[src/rtl/csc_pkg.sv]
// Shared CSC definitions: element/index widths, the token layout and the decoder FSM states.
// The encoder packs tokens with this same layout, so field order here is part of the stream format.
package csc_pkg;
  localparam int DATA_W = 8;
  localparam int DIM_W  = 5;

  typedef struct packed {
    logic [DATA_W-1:0] data;
    logic [DIM_W-1:0]  row;
    logic              last;
    logic              empty;
  } csc_token_t;

  localparam int TOKEN_W = $bits(csc_token_t);

  typedef enum logic [1:0] {
    IDLE  = 2'd0,
    RUN   = 2'd1,
    FLUSH = 2'd2
  } csc_state_t;
endpackage

[src/rtl/csc_token_skid.sv]
// One-entry pending-token register P. A token can be retired and the next one captured
// in the same cycle, which is what lets the decoder keep one dense element per cycle.
module csc_token_skid
  import csc_pkg::*;
(
  input  logic               clock,
  input  logic               reset,
  input  logic               flush,
  input  logic               accept_en,
  input  logic               in_valid,
  output logic               in_ready,
  input  logic [TOKEN_W-1:0] in_token,
  input  logic               consume,
  output logic               p_valid,
  output logic [TOKEN_W-1:0] p_token
);
  assign in_ready = accept_en && (!p_valid || consume);

  always_ff @(posedge clock) begin
    if (reset) begin
      p_valid <= 1'b0;
      p_token <= '0;
    end else if (flush) begin
      p_valid <= 1'b0;
    end else if (in_valid && in_ready) begin
      p_valid <= 1'b1;
      p_token <= in_token;
    end else if (consume) begin
      p_valid <= 1'b0;
    end
  end
endmodule

[src/rtl/csc_matrix_decoder.sv]
// CSC-to-dense decoder: walks (r, c) over an HxW matrix in column-major order, emitting the
// pending token's value where its row matches and zero everywhere else.
module csc_matrix_decoder #(
  parameter int DATA_W = csc_pkg::DATA_W,
  parameter int DIM_W  = csc_pkg::DIM_W
) (
  input  logic              clock,
  input  logic              reset,
  input  logic              start,
  input  logic [DIM_W-1:0]  matrix_height,
  input  logic [DIM_W-1:0]  matrix_width,
  input  logic              in_valid,
  output logic              in_ready,
  input  logic [DATA_W-1:0] in_data,
  input  logic [DIM_W-1:0]  in_row,
  input  logic              in_last,
  input  logic              in_empty,
  output logic              out_valid,
  input  logic              out_ready,
  output logic [DATA_W-1:0] out_data,
  output logic [DIM_W-1:0]  out_row,
  output logic [DIM_W-1:0]  out_col,
  output logic              out_col_last,
  output logic              busy,
  output logic              done,
  output logic              err
);
  import csc_pkg::*;

  csc_state_t        state;
  csc_state_t        state_next;
  logic [DIM_W-1:0]  h;
  logic [DIM_W-1:0]  w;
  logic [DIM_W-1:0]  h_m1;
  logic [DIM_W-1:0]  w_m1;
  logic [DIM_W-1:0]  r;
  logic [DIM_W-1:0]  c;
  logic              exh;
  logic              zero_done;

  logic              o_valid;
  logic [DATA_W-1:0] o_data;
  logic [DIM_W-1:0]  o_row;
  logic [DIM_W-1:0]  o_col;
  logic              o_col_last;

  logic              run;
  logic              last_row;
  logic              last_col;
  logic              load_slot;
  logic              load;
  logic [DATA_W-1:0] load_data;
  logic              consume;
  logic              flag_err;
  logic              set_exh;
  logic              final_load;
  logic              accept_en;

  logic              p_valid;
  logic [TOKEN_W-1:0] p_bits;
  csc_token_t        p_tok;

  assign h_m1     = h - DIM_W'(1);
  assign w_m1     = w - DIM_W'(1);
  assign run      = (state == RUN);
  assign last_row = (r == h_m1);
  assign last_col = (c == w_m1);
  assign p_tok    = csc_token_t'(p_bits);

  // No new tokens once the final element is being loaded; P is emptied outside RUN.
  assign accept_en = run && !final_load;

  csc_token_skid u_skid (
    .clock     (clock),
    .reset     (reset),
    .flush     (!run),
    .accept_en (accept_en),
    .in_valid  (in_valid),
    .in_ready  (in_ready),
    .in_token  ({in_data, in_row, in_last, in_empty}),
    .consume   (consume),
    .p_valid   (p_valid),
    .p_token   (p_bits)
  );

  // Decide what the output register takes this cycle and what happens to P.
  // A dropped (erroneous) token still yields a zero so the dense walk keeps its pace.
  always_comb begin
    load_slot = run && (!o_valid || out_ready);
    load      = 1'b0;
    load_data = '0;
    consume   = 1'b0;
    flag_err  = 1'b0;
    set_exh   = 1'b0;
    if (load_slot) begin
      if (exh) begin
        load = 1'b1;
      end else if (p_valid) begin
        load = 1'b1;
        if (p_tok.empty) begin
          consume = last_row;
        end else if (p_tok.row >= h || p_tok.row < r) begin
          consume  = 1'b1;
          flag_err = 1'b1;
          set_exh  = p_tok.last;
        end else if (p_tok.row == r) begin
          consume = 1'b1;
          if (last_row && !p_tok.last) begin
            flag_err = 1'b1;
          end else begin
            load_data = p_tok.data;
            set_exh   = p_tok.last;
          end
        end
      end
    end
    final_load = load && last_row && last_col;
  end

  always_ff @(posedge clock) begin
    if (reset) begin
      state <= IDLE;
    end else begin
      state <= state_next;
    end
  end

  always_comb begin
    state_next = state;
    case (state)
      IDLE:    if (start && matrix_height != '0 && matrix_width != '0) state_next = RUN;
      RUN:     if (final_load) state_next = FLUSH;
      FLUSH:   if (o_valid && out_ready) state_next = IDLE;
      default: state_next = IDLE;
    endcase
  end

  always_comb begin
    busy = (state != IDLE);
    done = zero_done || (state == FLUSH && o_valid && out_ready);
  end

  // Counters, dimension latch, sticky error and the output register.
  always_ff @(posedge clock) begin
    if (reset) begin
      h          <= '0;
      w          <= '0;
      r          <= '0;
      c          <= '0;
      exh        <= 1'b0;
      err        <= 1'b0;
      zero_done  <= 1'b0;
      o_valid    <= 1'b0;
      o_data     <= '0;
      o_row      <= '0;
      o_col      <= '0;
      o_col_last <= 1'b0;
    end else begin
      zero_done <= 1'b0;
      if (state == IDLE && start) begin
        h         <= matrix_height;
        w         <= matrix_width;
        r         <= '0;
        c         <= '0;
        exh       <= 1'b0;
        err       <= 1'b0;
        zero_done <= (matrix_height == '0) || (matrix_width == '0);
      end
      if (flag_err) begin
        err <= 1'b1;
      end
      if (load) begin
        o_valid    <= 1'b1;
        o_data     <= load_data;
        o_row      <= r;
        o_col      <= c;
        o_col_last <= last_row;
        if (last_row) begin
          r   <= '0;
          c   <= c + DIM_W'(1);
          exh <= 1'b0;
        end else begin
          r <= r + DIM_W'(1);
          if (set_exh) begin
            exh <= 1'b1;
          end
        end
      end else if (out_ready) begin
        o_valid <= 1'b0;
      end
    end
  end

  assign out_valid    = o_valid;
  assign out_data     = o_data;
  assign out_row      = o_row;
  assign out_col      = o_col;
  assign out_col_last = o_col_last;
endmodule

[config.mk]
export PLATFORM = sky130hd
export DESIGN_NAME = csc_matrix_decoder
export DESIGN_NICKNAME = d
export VERILOG_FILES = /design/src/rtl/csc_pkg.sv /design/src/rtl/csc_token_skid.sv /design/src/rtl/csc_matrix_decoder.sv
export SDC_FILE = /design/constraint.sdc
export NUM_CORES = 1
export LEC_CHECK = 0
export CORE_UTILIZATION = 30
export DETAILED_ROUTE_END_ITERATION = 8
export GPL_ROUTABILITY_DRIVEN = 0
export SLEW_MARGIN = 20
export SYNTH_ARGS = -nofsm -noshare
export SYNTH_HDL_FRONTEND = slang
export SYNTH_SLANG_ARGS = --single-unit
[constraint.sdc]
create_clock -name clock -period 3.28 [get_ports clock]
set_clock_uncertainty 0.2 [all_clocks]
set_input_delay 0.492 -clock clock [delete_from_list [all_inputs] [get_ports clock]]
set_output_delay 0.492 -clock clock [all_outputs]
set_load 0.05 [all_outputs]
==> results of run 1 <==
-- worst min-delay path by stage --
| stage | to | slack (ps) |
|---|---|---|
| global route | out_row[3]$_SDFFE_PP0P_ | 280 |
| CTS | out_col[2]$_SDFFE_PP0P_ | 260 |
| detailed placement | out_col[0]$_SDFFE_PP0P_ | 250 |
| global placement | out_col[0]$_SDFFE_PP0P_ | 250 |
| floorplan | w[4]$_SDFFE_PP0P_ | 250 |
| finish | out_col[2]$_SDFFE_PP0P_ | 250 |
-- final cells by class --
class                           count  area, sq um
Inverter                           14         52.6
Multi-Input combinational cell    263         1730
Tap cell                          133          166
Clock buffer                       13          179
Clock inverter                      3         65.1
Fill cell                        1016         5800
Sequential cell                    61         1220
Timing Repair Buffer               62          603
-- Yosys cell counts (2+ instances only) --
library cell / number / share of area, %
a211oi_1: 3 / 0.74
nand2b_1: 35 / 7.2
dfxtp_1: 61 / 40
xnor2_1: 8 / 2.3
nand3b_1: 3 / 0.74
inv_1: 14 / 1.7
and2_1: 3 / 0.62
a21oi_1: 35 / 5.8
o211ai_1: 2 / 0.49
or4_1: 2 / 0.49
a21o_1: 3 / 0.74
xor2_1: 5 / 1.4
and3_1: 5 / 1.0
clkbuf_1: 13 / 1.6
nor3_1: 10 / 1.6
mux2i_1: 15 / 4.9
nor2b_1: 6 / 1.2
o21ai_0: 7 / 1.2
ha_1: 14 / 5.8
nor3b_1: 2 / 0.49
a22oi_1: 9 / 2.2
o31ai_1: 2 / 0.49
nand2_1: 47 / 5.8
nand3_1: 4 / 0.66
nor2_1: 21 / 2.6
-- metrics by stage --
step,cells,setup slack [ps],area [sq um],util (%)
global route,549,37.6,4020,41.0
finish,549,186,4020,41.0
CTS,549,42.5,4000,40.7
floorplan,353,367,3040,-
detailed placement,533,362,3750,38.2
global placement,533,423,3750,38.2
-- state kept, by name (all words and copies together), names as in the netlist --
name and count:
out_col 5, out_data 8, exh 1, h 5
u_skid.p_token 15, out_valid 1, err 1, state 2
out_col_last 1, zero_done 1, out_row 5, c 5
r 5, u_skid.p_valid 1, w 5
-- per-layer routing --
metal / share of wire [%] / GRT usage [%] / vias to the layer above / wire length [um]
li1: - / - / 1336 / -
met4: 1.6 / 5.82 / 0 / 116
met2: 47 / 23.4 / 45 / 3340
met5: 0 / 0 / - / 0
met1: 48 / 19.0 / 1209 / 3450
met3: 3.2 / 4.00 / 13 / 228
-- power by group --
group	internal, mW	leakage [nW]	switching, mW	total, mW
combinational	0.131	0.803	0.146	0.277
clock	0.510	0.126	0.289	0.798
sequential	0.764	0.495	0.0209	0.785
total	1.40	1.42	0.456	1.86
-- cell families (layout without fill, tap and decap cells) --
family / Yosys count / after routing / share of synthesized area [%]
multiplexers: 15 / 15 / 4.93
buffers and inverters: 29 / 92 / 3.82
adder cells (fa/ha/maj): 14 / 14 / 5.76
flip-flops: 61 / 61 / 40.1
AO/OA/AOI/OAI: 79 / 79 / 17.9
AND/OR/NAND/NOR: 142 / 142 / 23.7
XOR/XNOR: 13 / 13 / 3.74
-- critical path, stage by stage, from the launching register on --
cell and delay, ps:
dfxtp_1 370, inv_1 80, ha_1 220, nor2b_1 140, o31a_1 310, a211o_4 380
nor2_2 130, a21oi_1 110, and2_4 190, buf_12 140
-- repair_timing --
action,4_1_cts,5_1_grt
resized for setup,1,6
pin swaps,0,2
endpoints found under the hold margin,0,0
endpoints found under the setup margin,1,1
hold buffers,0,0
==> run_results.csv, run 1 <==
group,metric,value,unit
outcome,outcome,"finished, final reports clean",
synth,syn_inst,353,
layout,area_growth,32.2,%
floorplanning,die_height,103,um
global_route,overflow,0,
synth,syn_area,3040,sq um
flow_run,maxCapViolCount,0,
place,portBuffers,53,
synth,synth_async_sr_flop_share,0,%
layout,mostFrequentLayoutCells,"dfxtp_1, clkdlybuf4s50_1, nand2_1",
clock_network,cts_htree_levels,3,
sta,fmax,323,MHz
synth,synth.ff_latch_count,61,
layout,diodes,0,
clock_network,cts_made_buffers,9,
sta,rsz0062_at_grt,"no",
setup_path,cp_data_arrival_time,2400,ps
routing,antenna_left,0,
synth,synth_fp_nets,397,
setup_path,required,2590,ps
synth,yosysSeqAreaShare,40.1,%
clock_network,cts_setup_buffers,0,
sta,layout_min_cycle_time,3090,ps
setup_path,end_kind,"primary output",
global_route,grt_pass1_vias,2557,
setup_path,r2r-end,"out_data[0]$_SDFFE_PP0P_",
setup_path,r2r-start,"h[1]$_SDFFE_PP0P_",
clock_network,root_buffer,"clkbuf_8",
power_and_ir_drop,p_leak,1.42,nW
layout,nets,455,
setup_path,cp-endpoint,"in_ready",
place,dp_hpwl,5070,um
sta,drv_slew,0,
clock_network,cts_tree,"yes",
setup_path,worstRegToRegCells,9,
synth,ys.flop_type,"dfxtp_1",
setup_path,path_class,"register to primary output",
synth,ys_types,49,
routing,wl_per_cell,13.0,um
floorplanning,fp.dieW,103,um
power_and_ir_drop,peakVddDrop,0.000168,V
global_route,grt_pass1_wl,12000,um
floorplanning,num_rows,36,
clock_network,clock_path_buffers,2,
clock_network,clk_latency,340,ps
setup_path,rrSetupSlack,450,ps
clock_network,cts_sinks,61,
sta,fin_hold_ws,254,ps
setup_path,critPathLaunch,"h[1]$_SDFFE_PP0P_",
routing,routed_wirelength,7130,um
setup_path,crit_fanout,6,
layout,final_common_cell,"dfxtp_1",
global_route,grt.total_usage,14.8,%
sta,hold_violations,0,
power_and_ir_drop,powerDensity,462,nW/um^2
routing,via_count,2603,
routing,drc,0,
routing,first_pass_iters,5,
min_path,hold-path-cell-count,2,
synth,avgSynthCellArea,8.62,sq um
sta,tightest_slew,911,ps
routing,drt_iter0_markers,118,
floorplanning,dieArea,10500,sq um
min_path,hp-class,"register to register",
routing,viasPerCell,4.74,
sta,max_slew_margin,39.2,%
setup_path,cp-start-kind,"register",
synth,synth_warnings,0,
floorplanning,num_io_pins,54,
layout,drive_gt1_share,10.6,%
min_path,min_from,"out_col[2]$_SDFFE_PP0P_",
floorplanning,core_area,9820,sq um
clock_network,clkTransAtPathRegs,70,ps
global_route,antenna_found_initial,0,
global_route,grt_max_degree,59,
power_and_ir_drop,p_total,1.86,mW
synth,synth_edf_count,0,
sta,min_period_over_period,94.3,%
sta,setup_viol,0,
floorplanning,initial_core_util,31.0,%
sta,finalSetupTns,0,ps
Power figures use the tool's default switching activity.
==> run 2: changes to the inputs <==
- CORE_ASPECT_RATIO: default -> 1.4
- GPL_ROUTABILITY_DRIVEN: 0 -> default
- REMOVE_ABC_BUFFERS: default -> 1
==> run 2 against run 1 <==
Clock-buffer cell count is 3 lower. Sequential power about the same. Final cell count up 0.18%. Hold slack about the same. Sequential cell count unchanged. Utilization decreased by 0.13 points. Critical path type unchanged. Critical endpoint unchanged. Largest cell class unchanged. Highest routed layer unchanged.
==> run_results.csv, run 2 (synthesized netlist as in run 1, its figures left out) <==
group,metric,value,unit
power_and_ir_drop,peakVddDrop,0.000235,V
layout,diodes,0,
floorplanning,dieArea,10600,sq um
setup_path,cp_data_arrival_time,2440,ps
sta,layout_min_cycle_time,3130,ps
routing,wl_met3,248,um
setup_path,crit_fanout,6,
sta,tightest_slew,903,ps
sta,finalSetupTns,0,ps
layout,nets,454,
outcome,outcome,"finished, final reports clean",
clock_network,cts_made_buffers,9,
flow_run,maxCapViolCount,0,
layout,largest_reg_flops,15,
clock_network,root_buffer,"clkbuf_16",
routing,met1_length,3110,um
floorplanning,num_rows,43,
power_and_ir_drop,p_total,1.92,mW
layout,drive_gt1_share,9.88,%
global_route,grt_max_degree,53,
routing,routed_wirelength,7220,um
setup_path,path_class,"register to primary output",
layout,fill_cells,1027,
setup_path,end_kind,"primary output",
layout,area_growth,32.9,%
sta,max_slew_margin,39.7,%
routing,wl_per_cell,13.1,um
clock_network,cts_htree_levels,3,
global_route,grt_pass1_wl,12300,um
global_route,antenna_found_initial,0,
clock_network,cts_tree,"yes",
clock_network,cts_setup_buffers,0,
place,dp_cells,534,
routing,via_count,2654,
floorplanning,initial_core_util,30.7,%
floorplanning,fp.dieW,87.1,um
routing,first_pass_iters,4,
layout,mostFrequentLayoutCells,"dfxtp_1, clkdlybuf4s50_1, nand2_1",
power_and_ir_drop,powerDensity,474,nW/um^2
sta,hold_violations,0,
layout,final_cells,550,
global_route,overflow,0,
sta,setup_viol,0,
routing,wl_met2,3770,um
routing,viasPerCell,4.83,
global_route,grt_pass1_vias,2689,
clock_network,cts_sinks,61,
routing,antenna_left,0,
routing,routed.top_layer,"met4",
floorplanning,core_area,9900,sq um
global_route,grt.total_usage,15.0,%
clock_network,clock_path_buffers,2,
sta,drv_slew,0,
place,place_congestion,0.760,
clock_network,clk_latency,330,ps
setup_path,cp-start-kind,"register",
min_path,hp-class,"register to register",
routing,drc,0,
layout,top_register,"u_skid.p_token",
place,dp_hpwl,5190,um
layout,final_common_cell,"dfxtp_1",
setup_path,required,2590,ps
sta,min_period_over_period,95.4,%
place,portBuffers,53,
power_and_ir_drop,p_leak,1.42,nW
floorplanning,num_io_pins,54,
floorplanning,die_height,121,um
routing,drt_iter0_markers,100,
sta,fmax,319,MHz
clock_network,clkTransAtPathRegs,50,ps
sta,rsz0062_at_grt,"no",
[run 2: changes by cell type in the layout (fill, tap and decap cells not counted), sizes merged]
cell      previous run  this run
clkbuf              13        10
clkinv               1         4
bufinv               2         0
clkinvlp             0         2
buf                 11        10
[run 2: what timing repair did]
| action | in CTS | in global routing |
|---|---|---|
| hold buffers | 0 | 0 |
| pin swaps | 0 | 1 |
| endpoints found under the setup margin | 1 | 1 |
| hold endpoints to repair | 0 | 0 |
| resized for setup | 1 | 4 |
[run 2: final timing paths]
path / end / slack [ps] / start / cells past startpoint
max reg2reg: out_data[6]$_SDFFE_PP0P_ / 410 / h[0]$_SDFFE_PP0P_ / 9
min reg2reg: out_row[4]$_SDFFE_PP0P_ / 250 / out_row[4]$_SDFFE_PP0P_ / 2
max: in_ready / 150 / h[0]$_SDFFE_PP0P_ / 9
min: out_row[4]$_SDFFE_PP0P_ / 250 / out_row[4]$_SDFFE_PP0P_ / 2
[run 2: per-layer routing]
| metal | up-vias | GRT usage (%) |
|---|---|---|
| li1 | 1336 | - |
| met1 | 1264 | 16.5 |
| met2 | 45 | 27.4 |
| met3 | 9 | 4.35 |
| met4 | 0 | 4.71 |
| met5 | - | 0 |
[run 2: critical path: stages, from the launching register on]
cell,delay [ps]
dfxtp_2,380
inv_1,60
ha_1,230
nor2b_1,140
o31a_1,310
a211o_4,400
nor2_2,150
a21oi_2,80
and2_1,200
buf_12,150
[run 2: cell type report]
class                   count  area [sq um]  area share, %
clock buffers              10           239           5.91
clock inverters             6          38.8          0.959
inverters                  14          52.6           1.30
multi-input cells         263          1720           42.6
flip-flops and latches     61          1220           30.3
well taps                 135           169           4.18
repair buffers             61           596           14.7
[run 2: power breakdown]
part	internal, mW	switching [mW]
clock network	0.527	0.334
logic	0.127	0.143
registers	0.765	0.0212
[run 2: metrics by stage]
| stage | util, % | hold WS [ps] | worst slack [ps] | cell area, sq um |
|---|---|---|---|---|
| 5_1_grt | 40.8 | 274 | 17.4 | 4040 |
| 3_5_place_dp | 37.9 | 250 | 310 | 3750 |
| 6_report | 40.8 | 254 | 150 | 4040 |
| 2_1_floorplan | - | 242 | -452 | 2980 |
| 3_3_place_gp | 37.9 | 246 | 348 | 3750 |
| 4_1_cts | 40.7 | 257 | 16.5 | 4030 |
